[src/rtl/ram_sync_pkg.sv]
// Shared types, defaults and byte-merge helper for the sync dual-port RAM family.
// Latency: none (types and a pure combinational function only).
// Backpressure: not applicable.
package ram_sync_pkg;

  typedef enum logic {INIT, READY} ram_clr_state_t;

  localparam int RAM_SYNC_DEF_AWIDTH = 3;
  localparam int RAM_SYNC_DEF_DWIDTH = 32;

  // be_merge works on a fixed, generous width so any DWIDTH up to this bound
  // can use it; callers zero-extend their operands and keep the low DWIDTH bits.
  localparam int RAM_SYNC_MAX_DWIDTH = 1024;
  localparam int RAM_SYNC_MAX_BWIDTH = RAM_SYNC_MAX_DWIDTH / 8;

  // Byte-masked merge: byte i comes from new_dat where be[i] is set, else from old_dat.
  function automatic logic [RAM_SYNC_MAX_DWIDTH-1:0] be_merge(
    input logic [RAM_SYNC_MAX_DWIDTH-1:0] old_dat,
    input logic [RAM_SYNC_MAX_DWIDTH-1:0] new_dat,
    input logic [RAM_SYNC_MAX_BWIDTH-1:0] be
  );
    logic [RAM_SYNC_MAX_DWIDTH-1:0] res;
    res = old_dat;
    for (int i = 0; i < RAM_SYNC_MAX_BWIDTH; i++) begin
      if (be[i]) begin
        res[8*i +: 8] = new_dat[8*i +: 8];
      end
    end
    return res;
  endfunction

endpackage

[src/rtl/ram_sync_clr_ctrl.sv]
// Post-reset clear sequencer: walks every address once emitting a zero-write strobe.
// Latency: exactly DEPTH cycles of init_busy after the last reset-high edge.
// Backpressure: none; the sweep cannot be stalled, only restarted by reset.
module ram_sync_clr_ctrl
  import ram_sync_pkg::*;
#(
  parameter int AWIDTH = RAM_SYNC_DEF_AWIDTH
) (
  input  logic              clock,
  input  logic              reset,
  output logic              clr_we,
  output logic [AWIDTH-1:0] clr_addr,
  output logic              init_busy
);

  localparam logic [AWIDTH-1:0] LAST_ADDR = '1;

  ram_clr_state_t    state;
  ram_clr_state_t    state_nxt;
  logic [AWIDTH-1:0] addr_nxt;

  // State and sweep address registers; reset always restarts the sweep at 0.
  always_ff @(posedge clock) begin
    if (reset) begin
      state    <= INIT;
      clr_addr <= '0;
    end else begin
      state    <= state_nxt;
      clr_addr <= addr_nxt;
    end
  end

  // Next-state and strobes: one zero-write per INIT cycle, leave after the last address.
  always_comb begin
    state_nxt = state;
    addr_nxt  = clr_addr;
    clr_we    = 1'b0;
    init_busy = 1'b0;
    case (state)
      INIT: begin
        init_busy = 1'b1;
        // No memory write may happen while reset is held.
        clr_we    = !reset;
        addr_nxt  = clr_addr + 1'b1;
        if (clr_addr == LAST_ADDR) begin
          state_nxt = READY;
        end
      end
      READY: begin
        state_nxt = READY;
      end
    endcase
  end

endmodule

[src/rtl/ram_sync_dp_clr.sv]
// Simple-dual-port sync RAM with byte-masked writes, write-first forwarding and hardware clear.
// Latency: 1-cycle read (2 cycles with RAM_SYNC_OUTREG_EN defined); writes visible next cycle.
// Backpressure: none; one read and one write per cycle, requests dropped while init_busy.
module ram_sync_dp_clr
  import ram_sync_pkg::*;
#(
  parameter int AWIDTH = RAM_SYNC_DEF_AWIDTH,
  parameter int DWIDTH = RAM_SYNC_DEF_DWIDTH
) (
  input  logic                clock,
  input  logic                reset,
  input  logic                wr_en,
  input  logic [AWIDTH-1:0]   wr_addr,
  input  logic [DWIDTH-1:0]   wr_data,
  input  logic [DWIDTH/8-1:0] wr_be,
  input  logic                rd_en,
  input  logic [AWIDTH-1:0]   rd_addr,
  output logic [DWIDTH-1:0]   rd_data,
  output logic                rd_valid,
  output logic                init_busy
);

  localparam int DEPTH  = 1 << AWIDTH;
  localparam int BWIDTH = DWIDTH / 8;
  localparam int MAXD   = RAM_SYNC_MAX_DWIDTH;
  localparam int MAXB   = RAM_SYNC_MAX_BWIDTH;

  logic [DWIDTH-1:0] mem [DEPTH];

  logic              clr_we;
  logic [AWIDTH-1:0] clr_addr;
  logic              user_we;
  logic              user_re;

  logic [MAXD-1:0]   wr_old_w;
  logic [MAXD-1:0]   rd_old_w;
  logic [MAXD-1:0]   wr_new_w;
  logic [MAXB-1:0]   wr_be_w;
  logic [MAXB-1:0]   fwd_be_w;
  logic [MAXD-1:0]   wr_merged_w;
  logic [MAXD-1:0]   rd_merged_w;
  logic [DWIDTH-1:0] wr_merged;
  logic [DWIDTH-1:0] rd_merged;
  logic              unused_merge_hi;

  logic [DWIDTH-1:0] s1_data;
  logic              s1_valid;

  ram_sync_clr_ctrl #(
    .AWIDTH(AWIDTH)
  ) u_clr_ctrl (
    .clock     (clock),
    .reset     (reset),
    .clr_we    (clr_we),
    .clr_addr  (clr_addr),
    .init_busy (init_busy)
  );

  // User requests are only honoured once the clear sweep has finished.
  assign user_we = wr_en && !init_busy && !reset;
  assign user_re = rd_en && !init_busy && !reset;

  // Widen operands for the shared merge helper; forwarding only applies on a same-address write.
  always_comb begin
    wr_old_w = '0;
    rd_old_w = '0;
    wr_new_w = '0;
    wr_be_w  = '0;
    fwd_be_w = '0;
    wr_old_w[DWIDTH-1:0] = mem[wr_addr];
    rd_old_w[DWIDTH-1:0] = mem[rd_addr];
    wr_new_w[DWIDTH-1:0] = wr_data;
    wr_be_w[BWIDTH-1:0]  = wr_be;
    if (wr_en && (wr_addr == rd_addr)) begin
      fwd_be_w[BWIDTH-1:0] = wr_be;
    end
    wr_merged_w = be_merge(wr_old_w, wr_new_w, wr_be_w);
    rd_merged_w = be_merge(rd_old_w, wr_new_w, fwd_be_w);
    wr_merged   = wr_merged_w[DWIDTH-1:0];
    rd_merged   = rd_merged_w[DWIDTH-1:0];
  end

  // Bits above DWIDTH are always zero-padding; fold them away here.
  assign unused_merge_hi = ^{wr_merged_w, rd_merged_w};

  // Storage update: the clear sweep has priority over user writes.
  always_ff @(posedge clock) begin
    if (!reset) begin
      if (clr_we) begin
        mem[clr_addr] <= '0;
      end else if (user_we) begin
        mem[wr_addr] <= wr_merged;
      end
    end
  end

  // First read stage: capture forwarded data, hold it when no read is issued.
  always_ff @(posedge clock) begin
    if (reset) begin
      s1_data  <= '0;
      s1_valid <= 1'b0;
    end else begin
      s1_valid <= user_re;
      if (user_re) begin
        s1_data <= rd_merged;
      end
    end
  end

`ifdef RAM_SYNC_OUTREG_EN
  logic [DWIDTH-1:0] s2_data;
  logic              s2_valid;

  // Output register stage: data is already resolved, so later writes cannot disturb it.
  always_ff @(posedge clock) begin
    if (reset) begin
      s2_data  <= '0;
      s2_valid <= 1'b0;
    end else begin
      s2_data  <= s1_data;
      s2_valid <= s1_valid;
    end
  end

  assign rd_data  = s2_data;
  assign rd_valid = s2_valid;
`else
  assign rd_data  = s1_data;
  assign rd_valid = s1_valid;
`endif

endmodule

[config.mk]
export PLATFORM = sky130hd
export DESIGN_NAME = ram_sync_dp_clr
export DESIGN_NICKNAME = d
export VERILOG_FILES = /design/src/rtl/ram_sync_pkg.sv /design/src/rtl/ram_sync_clr_ctrl.sv /design/src/rtl/ram_sync_dp_clr.sv
export SDC_FILE = /design/constraint.sdc
export NUM_CORES = 1
export LEC_CHECK = 0
export CAP_MARGIN = 20
export CORE_ASPECT_RATIO = 0.7
export CORE_MARGIN = 4
export CORE_UTILIZATION = 59
export DETAILED_ROUTE_END_ITERATION = 16
export PLACE_DENSITY_LB_ADDON = 0.15
export SLEW_MARGIN = 30
export SYNTH_ARGS = -nofsm -noshare
export SYNTH_HDL_FRONTEND = slang
export SYNTH_SLANG_ARGS = --single-unit
[constraint.sdc]
create_clock -name clock -period 4 [get_ports clock]
set_clock_uncertainty 0.2 [all_clocks]
set_input_delay 0.8 -clock clock [delete_from_list [all_inputs] [get_ports clock]]
set_output_delay 0.8 -clock clock [all_outputs]
set_load 0.005 [all_outputs]
---- Word-level counts from Yosys, hierarchy flattened ----
Memory sizes are Yosys's and may differ from the RTL's. A register that Yosys moved wholly into a read port is not among the register bits.
Cells that the tools add are included.
storage, ports and cells
  bits in writable memories ............... 256
  word-level logic and storage cells ...... 39
  flip-flop bits (word level) ............. 5
  memories ................................ 1
  input bits .............................. 46
  output and inout port bits .............. 34
cells by class
  $add $sub $neg .......................... 1
  reduce and logical (&&, ||, !) cells .... 10
  eq/ne operators ......................... 5
  bitwise operators ....................... 1
  muxes and demuxes ....................... 18
memory list
  name  words  bits a word  rd ports  clocked after Yosys merged registers in  wr ports  RTL line               source
  mem   8      32           1         1                                        1         ram_sync_dp_clr.sv:28  logic [DWIDTH-1:0] mem [DEPTH];
operator list
  kind                                          count
  2-to-1 mux 32 bit                             1
  2-to-1 mux 8 bit                              4
  OR reduction 32 bit                           1
  2-to-1 mux 1 bit                              10
  AND reduction 2 bit                           4
  logical AND 1 bit                             4
  2-to-1 mux 4 bit                              1
  inequality test 1 bit, second input constant  4
  adder 3 x 1 -> 3 bit, second input constant   1
  == test 3 bit, second input constant          1
  2-to-1 mux 3 bit                              1
  case mux 1 bit (2 select lines)               1
  zero test 1 bit                               1
  NOT 1 bit                                     1

---- Depth between registers and ports, before layout ----
Gate-level depths: netlist of the first run.
  word-level depth ........................ 9
  mapped depth ............................ 7
  depth with buffers taken out ............ 6

---- Cells and area by module ----
Synthesis of the first run repeated with hierarchy kept, for this count alone.
unflattened totals
  cell total of the unflattened synthesis .. 643
  area, all modules ....................... 11826.3 µm²
by module, submodules not included
  module             times used  sequential area each (µm²)  area each (µm²)  cells an instance
  ram_sync_dp_clr    1           8348.0                      11654.9          626
  ram_sync_clr_ctrl  1           80.1                        171.4            17

---- Worst setup path before layout of the first run ----
No wires, ideal clock.
  kind .................................... input to register
  start point ............................. input wr_be[1]
  end point ............................... memory mem[6][10] (netlist bit) (enable)
  library setup time ...................... 0.370 ns
  setup slack ............................. 0.896 ns
  cell stages on the path ................. 5
  required time ........................... 3.430 ns
  arrival ................................. 2.534 ns
  cell sequence ........................... nor4_1 nor2_1 mux2i_1 nand2_1 nor2_1
between the ends
  cells in the longest elaborated chain, start to end .. 4
  elaborated cells between the ends (all ways) .. 5
ends and longest elaborated chain
  element                                                                RTL line               source
  start, declared                                                        ram_sync_dp_clr.sv:15  input logic [DWIDTH/8-1:0] wr_be,
  inequality test 1 bit (no line) (*)                                    n/a
  AND reduction 2 bit (no line) (*)                                      n/a
  OR reduction 32 bit (no line)                                          n/a
  2-to-1 mux 3 bit (no line) / 2-to-1 mux 4 bit (equally long branches)  n/a
  end, declared                                                          ram_sync_dp_clr.sv:28
Every way passes the cells marked *; elsewhere a longest branch is shown, timed or not.

---- Final worst setup path of the first run ----
  start point ............................. input wr_en
  end point ............................... memory mem[6][8] (netlist bit) (enable)
between the ends
  cells in the longest elaborated chain, start to end .. 9
  elaborated cells between the ends (all ways) .. 13
ends and longest elaborated chain
  element                                                                RTL line               source
  start, declared                                                        ram_sync_dp_clr.sv:12  input logic wr_en,
  logical AND 1 bit (*) (2 in series)                                    ram_sync_dp_clr.sv:60  assign user_we = wr_en && !init_busy && !reset;
  2-to-1 mux 1 bit (*)                                                   ram_sync_dp_clr.sv:91  end else if (user_we) begin
  2-to-1 mux 1 bit (*)                                                   ram_sync_dp_clr.sv:89  if (clr_we) begin
  2-to-1 mux 1 bit (*)                                                   ram_sync_dp_clr.sv:88  if (!reset) begin
  2-to-1 mux 1 bit (implied by the code) (*)                             ram_sync_dp_clr.sv:92  mem[wr_addr] <= wr_merged;
  AND reduction 2 bit (no line)                                          n/a
  OR reduction 32 bit (no line)                                          n/a
  2-to-1 mux 3 bit (no line) / 2-to-1 mux 4 bit (equally long branches)  n/a
Marked as above.

==> flow_summary.json, run 1 <==
{
  "final-hold-violation-count": 0,
  "synth_edf_count": 256,
  "hold_end": "rd_data[26]",
  "startpoint_type": "primary input",
  "use_met2_pct": 36.5,
  "grt_pass1_vias": 6773,
  "grt.met3_usage_pct": 4.20,
  "drive_gt1_share_pct": 25.2,
  "r2r_slack_ps": 860,
  "port_buffers": 79,
  "cts_tree": "built",
  "status": "completed",
  "fmax_ghz": 0.306,
  "syn_nets": 709,
  "post-dp-hpwl_microns": 15400,
  "p_leak_nw": 4.56,
  "coreArea_sq_mm": 0.0199,
  "synth_most_common_cell": "edfxtp_1",
  "grt_usage_pct": 22.7,
  "yosysUniqueCellTypes": 37,
  "syn_area_per_cell_sq_um": 18.1,
  "cts_setup_buffers": 0,
  "hp-start": "rd_data[26]",
  "grt.busiest_layer": "met2",
  "maxCapViolations": 0,
  "drc_errors": 0,
  "place_congestion": 0.764,
  "nets": 823,
  "synth.yosys.seq_area_share_pct": 70.3,
  "grt_pass1_wl_microns": 39000,
  "fin_crit_sh_pct": 81.6,
  "dr.pass1.iters": 5,
  "critical_path_required_ps": 4020,
  "power_mw": 6.32,
  "cp-end-kind": "flop",
  "r2r_cells": 6,
  "grt_antenna_before_repair": 0,
  "initial_core_util_pct": 60.2,
  "holdBufCountCts": 0,
  "criticalPathCategory": "primary input to flop",
  "whs_path_depth": 2,
  "wl_microns": 25000,
  "yosys.area.top_type": "edfxtp_1",
  "chipHeight_microns": 127,
  "cts-resized-gates": 0,
  "cts_made_buffers": 26,
  "relSlewSlack_pct": 49.2,
  "die_w_microns": 178,
  "layout_min_cycle_time_ps": 3260,
  "drt-initial-drc-count": 688,
  "worstPathArrival_ps": 3280,
  "synth_top_cells_by_count": "edfxtp_1, mux4_2, dfxtp_1",
  "core.rowCount": 43,
  "synthesis.instances": 661,
  "grt.met1_usage_pct": 32.9,
  "yosysWarnings": 0,
  "place_inst": 1017,
  "synthToLayoutAreaGrowth_pct": 18.2,
  "vdd_drop_max_mv": 0.318,
  "synth_area_leaders": "edfxtp_1, mux4_2, dfxtp_1",
  "root_buffer": "clkbuf_16",
  "design.portCount": 80,
  "worst_pin_slew_ps": 762,
  "drv_slew": 0,
  "max-clock-path-buffers": 3,
  "grt.overflow.total": 0,
  "pwr_density_cell_mw_per_mm2": 446,
  "grt_max_degree": 52,
  "diodes": 0,
  "via_count": 6444,
  "grt_setup_unrepaired": "no",
  "antenna_left": 0,
  "clk_latency_ps": 520,
  "clk_pin_slew_ps": 70,
  "setup_viol": 0,
  "syn-cell-area_sq_mm": 0.0120,
  "drt-wirelength-per-cell_microns": 23.5,
  "tns_ps": 0,
  "synth_top_area_share_pct": 64.1,
  "final_cells": 1065,
  "h-tree-depth": 1,
  "ys_ff_latch": 293,
  "clkSinkCount": 293,
  "vias_per_cell": 6.05,
  "holdCritPathClass": "flop to flop",
  "synthArstFlopShare_pct": 0,
  "dieArea_sq_mm": 0.0227,
  "ys.flop_type": "edfxtp_1",
  "r2r_start": "u_clr_ctrl.state",
  "r2r-end": "mem[6][8]",
  "cp_max_fo": 10
}
==> metrics by stage <==
stage | setup WS, ps | hold WS (ps) | utilization, % | cell area [sq um]
final | 736 | 279 | 71.2 | 14200
after detailed placement | 271 | 268 | 66.9 | 13300
after global routing | 518 | 298 | 71.2 | 14200
after CTS | 788 | 280 | 71.2 | 14200
after global placement | 414 | 265 | 66.9 | 13300
after floorplan | 896 | 272 | - | 12000
==> worst max-delay path, cell delays in order <==
cell and delay, ps:
clkdlybuf4s50_1 560, nand3b_1 180, nor2_1 540, mux2i_1 530, nand2_1 280, nor2_1 170, buf_4 210
==> logic make-up (layout without fill, tap and decap cells) <==
kind of cell / count (synthesis) / count (layout) / synth area share, %
xor+xnor: 1 / 1 / 0.0731
simple gates: 141 / 141 / 7.45
compound gates: 46 / 46 / 2.34
mux: 132 / 132 / 18.0
flops: 293 / 293 / 70.3
fa+ha+maj: 2 / 2 / 0.209
buf+inv: 46 / 180 / 1.57
==> state kept, by name, indices dropped and copies added (netlist names) <==
signal,flops
mem,256
rd_valid,1
u_clr_ctrl.clr_addr,3
rd_data,32
u_clr_ctrl.state,1
==> how the worst max path moves through the flow <==
stage	slack [ps]	endpoint	startpoint
final	740	mem[6][8]	wr_en
after detailed placement	270	mem[6][11]	wr_en
after global placement	410	mem[6][26]	wr_en
after floorplan	900	mem[6][10]	wr_be[1]
after global routing	520	mem[6][15]	wr_en
after CTS	790	mem[6][10]	wr_en
==> cells in the final DEF (no fill, tap or decap), types with 32 or more instances in the layout <==
cell,Yosys,final
edfxtp_1,256,256
clkdlybuf4s50_1,0,77
mux4_2,64,64
buf_4,0,48
dfxtp_1,37,37
mux2i_1,35,35
nand3b_1,34,34
mux2_2,33,33
and3_1,32,32
o21ai_1,32,32
==> metal layers <==
layer | vias up | routed length (microns)
met5 | - | 0
met4 | 0 | 630
met3 | 56 | 1550
met2 | 241 | 12100
met1 | 3278 | 10800
li1 | 2869 | -
==> power by group <==
part | switching (mW) | internal, mW | leakage, nW
Sequential | 0.0256 | 3.38 | 2.47
Clock | 1.05 | 1.42 | 0.415
Combinational | 0.225 | 0.222 | 1.67
==> cell type report <==
| cell class | instances | area (sq um) |
|---|---|---|
| Sequential cell | 293 | 8430 |
| Timing Repair Buffer | 128 | 1170 |
| Tap cell | 270 | 338 |
| Inverter | 4 | 15.0 |
| Multi-Input combinational cell | 322 | 3370 |
| Clock inverter | 13 | 115 |
| Fill cell | 1264 | 5740 |
| Clock buffer | 35 | 736 |
Power figures use the tool's default switching activity.
==> inputs of run 2 (changes only) <==
Clock period 4 ns to 3.4 ns, I/O delays scaled along.
==> flow_summary.json, run 2 (synthesized netlist as in run 1, its figures left out) <==
{
  "cp_top_family": "simple AND/OR/NAND/NOR gates",
  "holdBufCountCts": 0,
  "die_w_microns": 178,
  "coreArea_sq_mm": 0.0199,
  "via_count": 6467,
  "setup_ws_ps": 456,
  "final-hold-violation-count": 0,
  "critical_path_required_ps": 3420,
  "drt-wirelength-per-cell_microns": 23.3,
  "mostFrequentLayoutCells": "edfxtp_1, clkdlybuf4s50_1, mux4_2, buf_4, dfxtp_1",
  "chipHeight_microns": 127,
  "setup_viol": 0,
  "post-dp-hpwl_microns": 15800,
  "r2r-end": "mem[0][14]",
  "h-tree-depth": 1,
  "r2r_start": "u_clr_ctrl.state",
  "slowest_delay_ps": 530,
  "worst_pin_slew_ps": 795,
  "cp-end-kind": "flop",
  "cts_setup_buffers": 0,
  "vdd_drop_max_mv": 0.429,
  "power_frac_comb_pct": 7.1,
  "grt_max_degree": 42,
  "grt.overflow.total": 0,
  "slowest_stage": "nor4_1",
  "drv_slew": 0,
  "startpoint_type": "primary input",
  "fin_hold_ws_ps": 283,
  "tns_ps": 0,
  "antenna_left": 0,
  "switching_share_pct": 20.5,
  "p_int_mw": 5.93,
  "pwr_density_cell_mw_per_mm2": 523,
  "fmax_ghz": 0.340,
  "synthToLayoutAreaGrowth_pct": 19.0,
  "fin_util_pct": 71.6,
  "grt_pass1_vias": 6816,
  "grt_pass1_wl_microns": 39400,
  "fin_crit_sh_pct": 86.6,
  "grt_setup_unrepaired": "no",
  "grt_usage_pct": 22.8,
  "drt-initial-drc-count": 740,
  "nets": 828,
  "cts_made_buffers": 27,
  "root_buffer": "clkbuf_16",
  "clockPowerShare_pct": 39.1,
  "drive_gt1_share_pct": 25.3,
  "crit_buf_inv": 3,
  "status": "completed",
  "cts_tree": "built",
  "clk_pin_slew_ps": 60,
  "dieArea_sq_mm": 0.0227,
  "diodes": 0,
  "dr.pass1.iters": 5,
  "worstPathCellList": "clkdlybuf4s50_1 > nor4_1 > nor2_1 > buf_4 > nor3b_1 > a31oi_1 > or2_2 > nor2_1 > buf_4",
  "top_register": "mem",
  "drc_errors": 0,
  "maxCapViolations": 0,
  "r2r_slack_ps": 720,
  "criticalPathCategory": "primary input to flop",
  "r2r_cells": 6,
  "max-clock-path-buffers": 3,
  "fill_cells": 1249,
  "dp_slack_ps": -67.3,
  "cts-resized-gates": 0,
  "p_sw_mw": 1.53,
  "layout_min_cycle_time_ps": 2940,
  "power_mw": 7.46,
  "worstPathArrival_ps": 2970,
  "wl_microns": 24900,
  "hold_end": "rd_data[1]",
  "clk_latency_ps": 520,
  "initial_core_util_pct": 60.2,
  "port_buffers": 79,
  "place_congestion": 0.830,
  "design.portCount": 80,
  "holdCritPathClass": "flop to flop",
  "p_leak_nw": 4.59,
  "clkSinkCount": 293,
  "cp_max_fo": 9,
  "relSlewSlack_pct": 47.0,
  "final_common_cell": "edfxtp_1",
  "vias_per_cell": 6.04,
  "hp-start": "rd_data[1]",
  "p_seq_share_pct": 53.7,
  "grt_antenna_before_repair": 0,
  "whs_path_depth": 2,
  "core.rowCount": 43,
  "largest_reg_flops": 256
}
[run 2: cell types whose count changed in the layout (fill, tap and decap cells not counted)]
cell and change:
clkbuf_1 +1, bufinv_16 +1, clkbuf_8 -3, clkinv_1 +2
buf_6 -1, buf_12 +5
[run 2: final cells by class]
type                       instances  area, sq um  area share (%)
clock inverter                    16          153            1.07
inverter                           4         15.0           0.105
tap                              270          338            2.37
timing repair buffer             132         1260            8.81
clock buffer                      33          698            4.90
multi-input combinational        322         3370            23.6
sequential                       293         8430            59.1
[run 2: routing by layer]
layer	routed length [microns]	global-route usage (%)
met5	0	0
met4	308	3.83
met3	1390	3.19
met2	12500	37.9
met1	10800	33.6
[run 2: per-stage QoR]
stage,std cells,cell area (sq um)
2_1_floorplan,661,12000
3_3_place_gp,1021,13400
3_5_place_dp,1021,13400
4_1_cts,1070,14300
5_1_grt,1070,14300
6_report,1070,14300
[run 2: power by group through the flow]
stage,Combinational [mW],Sequential [mW],Clock [mW]
after floorplan,0.334,4.07,0
after global placement,0.524,4.08,0
after detailed placement,0.537,4.08,0
after CTS,0.540,4.01,2.96
after global routing,0.573,4.01,3.12
final,0.533,4.01,2.92
[run 2: worst max-delay path by stage]
stage | startpoint | to | slack [ps] | cells past startpoint
2_1_floorplan | wr_be[1] | mem[6][10] | 420 | 5
3_3_place_gp | wr_be[1] | mem[5][11] | -10 | 9
3_5_place_dp | wr_be[1] | mem[5][17] | -70 | 9
4_1_cts | wr_be[1] | mem[5][17] | 480 | 9
5_1_grt | wr_be[1] | mem[3][3] | 400 | 9
6_report | wr_be[1] | mem[5][17] | 460 | 9
[run 2: worst min-delay path, stage by stage (launching register included)]
cell      delay [ps]
dfxtp_1          310
nand3b_1          70
o21ai_1           60
==> inputs of run 3 (changes only) <==
Settings changed: CORE_UTILIZATION 59 to 45, SLEW_MARGIN 30 to unset.
==> flow_summary.json, run 3 (synthesized netlist as in run 1, its figures left out) <==
{
  "antenna_left": 0,
  "chipHeight_microns": 145,
  "cts_made_buffers": 28,
  "layout_min_cycle_time_ps": 3050,
  "met2WireLength_microns": 11900,
  "drive_gt1_share_pct": 25.6,
  "relSlewSlack_pct": 62.0,
  "criticalPathCategory": "flop to flop",
  "grt_pass1_wl_microns": 39000,
  "die_w_microns": 203,
  "worst_pin_slew_ps": 554,
  "critical_path_required_ps": 3430,
  "setup_viol": 0,
  "cts_setup_buffers": 0,
  "slowest_stage": "dfxtp_1",
  "wl_microns": 25200,
  "pwr_density_cell_mw_per_mm2": 523,
  "design.portCount": 80,
  "slowest_delay_ps": 600,
  "wl_met3_microns": 873,
  "core.rowCount": 49,
  "startpoint": "u_clr_ctrl.state",
  "fin_hold_ws_ps": 279,
  "mostFrequentLayoutCells": "edfxtp_1, clkdlybuf4s50_1, mux4_2, buf_4, dfxtp_1",
  "fin_crit_sh_pct": 89.8,
  "status": "completed",
  "dpl_cell_area_sq_mm": 0.0135,
  "met1_length_microns": 12000,
  "diodes": 0,
  "largest_reg_flops": 256,
  "cts_tree": "built",
  "cp_top_family": "simple AND/OR/NAND/NOR gates",
  "worstPathArrival_ps": 3090,
  "root_buffer": "clkbuf_16",
  "startpoint_type": "flop",
  "top_register": "mem",
  "highest_layer": "met4",
  "drv_slew": 0,
  "max-clock-path-buffers": 3,
  "cp-end-kind": "flop",
  "hold_end": "rd_data[0]",
  "hp-start": "rd_data[0]",
  "grt_max_degree": 66,
  "clk_latency_ps": 530,
  "via_count": 6276,
  "place_congestion": 0.846,
  "holdCritPathClass": "flop to flop",
  "nets": 829,
  "grt_pass1_vias": 6526,
  "r2r_slack_ps": 350,
  "p_leak_nw": 4.62,
  "vias_per_cell": 5.42,
  "drt-wirelength-per-cell_microns": 21.8,
  "worstPathCellList": "nand3b_1 > nor2_1 > mux2i_1 > nand2b_1 > nor2_1 > buf_4",
  "clk_pin_slew_ps": 60,
  "cp_max_fo": 12,
  "initial_core_util_pct": 46.2,
  "r2r_start": "u_clr_ctrl.state",
  "r2r-end": "mem[2][7]",
  "grt_setup_unrepaired": "no",
  "maxCapViolations": 0,
  "fmax_ghz": 0.328,
  "drt-initial-drc-count": 465,
  "drc_errors": 0,
  "clkSinkCount": 293,
  "crit_path_frequent_cell": "nor2_1",
  "final-hold-violation-count": 0,
  "grt.overflow.total": 0,
  "port_buffers": 79,
  "h-tree-depth": 1,
  "dieArea_sq_mm": 0.0294,
  "grt_antenna_before_repair": 0,
  "crit_buf_inv": 1,
  "vdd_drop_max_mv": 0.367,
  "post-dp-hpwl_microns": 16000,
  "grt_usage_pct": 17.3,
  "design_area_sq_mm": 0.0144,
  "whs_path_depth": 2,
  "coreArea_sq_mm": 0.0259,
  "dr.pass1.iters": 4,
  "final_common_cell": "edfxtp_1",
  "fin_util_pct": 55.6,
  "synthToLayoutAreaGrowth_pct": 20.3,
  "r2r_cells": 6
}
-- run 3: cell types whose count changed in the layout (fill, tap and decap cells not counted), sizes merged --
cell,before,now
buf,55,56
clkinv,11,7
clkdlybuf4s50,77,76
clkinvlp,2,0
clkbuf,33,40
inv,4,5
bufinv,3,2
-- run 3: repair_timing --
| item | CTS | global route |
|---|---|---|
| gates resized for setup | 0 | 1 |
| endpoints found under the setup margin | 0 | 96 |
| hold buffers | 0 | 0 |
-- run 3: layout make-up --
type                            count  area [sq um]
Sequential cell                   293          8430
Clock buffer                       40           777
Tap cell                          357           447
Clock inverter                     10           101
Fill cell                        2012         11500
Multi-Input combinational cell    322          3380
Inverter                            4          15.0
Timing Repair Buffer              132          1280
-- run 3: worst reg2reg max path, stage by stage (launching register included) --
cell and delay [ps]:
dfxtp_1 600, nand3b_1 260, nor2_1 440, mux2i_1 570
nand2b_1 310, nor2_1 160, buf_4 220
-- run 3: through the flow --
step / TNS (ps) / std cells / worst slack, ps / power, mW
floorplan: 0 / 661 / 416 / 4.40
global placement: -28680 / 1108 / -212 / 4.62
detailed placement: -64670 / 1108 / -392 / 4.63
CTS: 0 / 1158 / 139 / 7.61
global route: 0 / 1158 / 125 / 7.82
finish: 0 / 1158 / 347 / 7.55
-- run 3: worst max-delay path by stage --
stage               cells past startpoint  slack, ps    endpoint
floorplan                               5        420  mem[6][10]
global placement                        7       -210   mem[2][5]
detailed placement                      7       -390   mem[2][5]
CTS                                     7        140   mem[2][7]
global route                            6        130  mem[2][18]
finish                                  6        350   mem[2][7]
-- run 3: where the power goes --
part           internal [mW]  leakage [nW]  switching [mW]
Sequential              3.98          2.47          0.0289
Combinational          0.273          1.72           0.269
Clock                   1.74         0.432            1.26
Total                   5.98          4.62            1.56
-- run 3: routing by layer --
metal,up-vias,global-route usage [%]
met5,-,0
met4,0,3.44
met3,35,2.47
met2,131,28.3
met1,3232,25.4
li1,2878,-
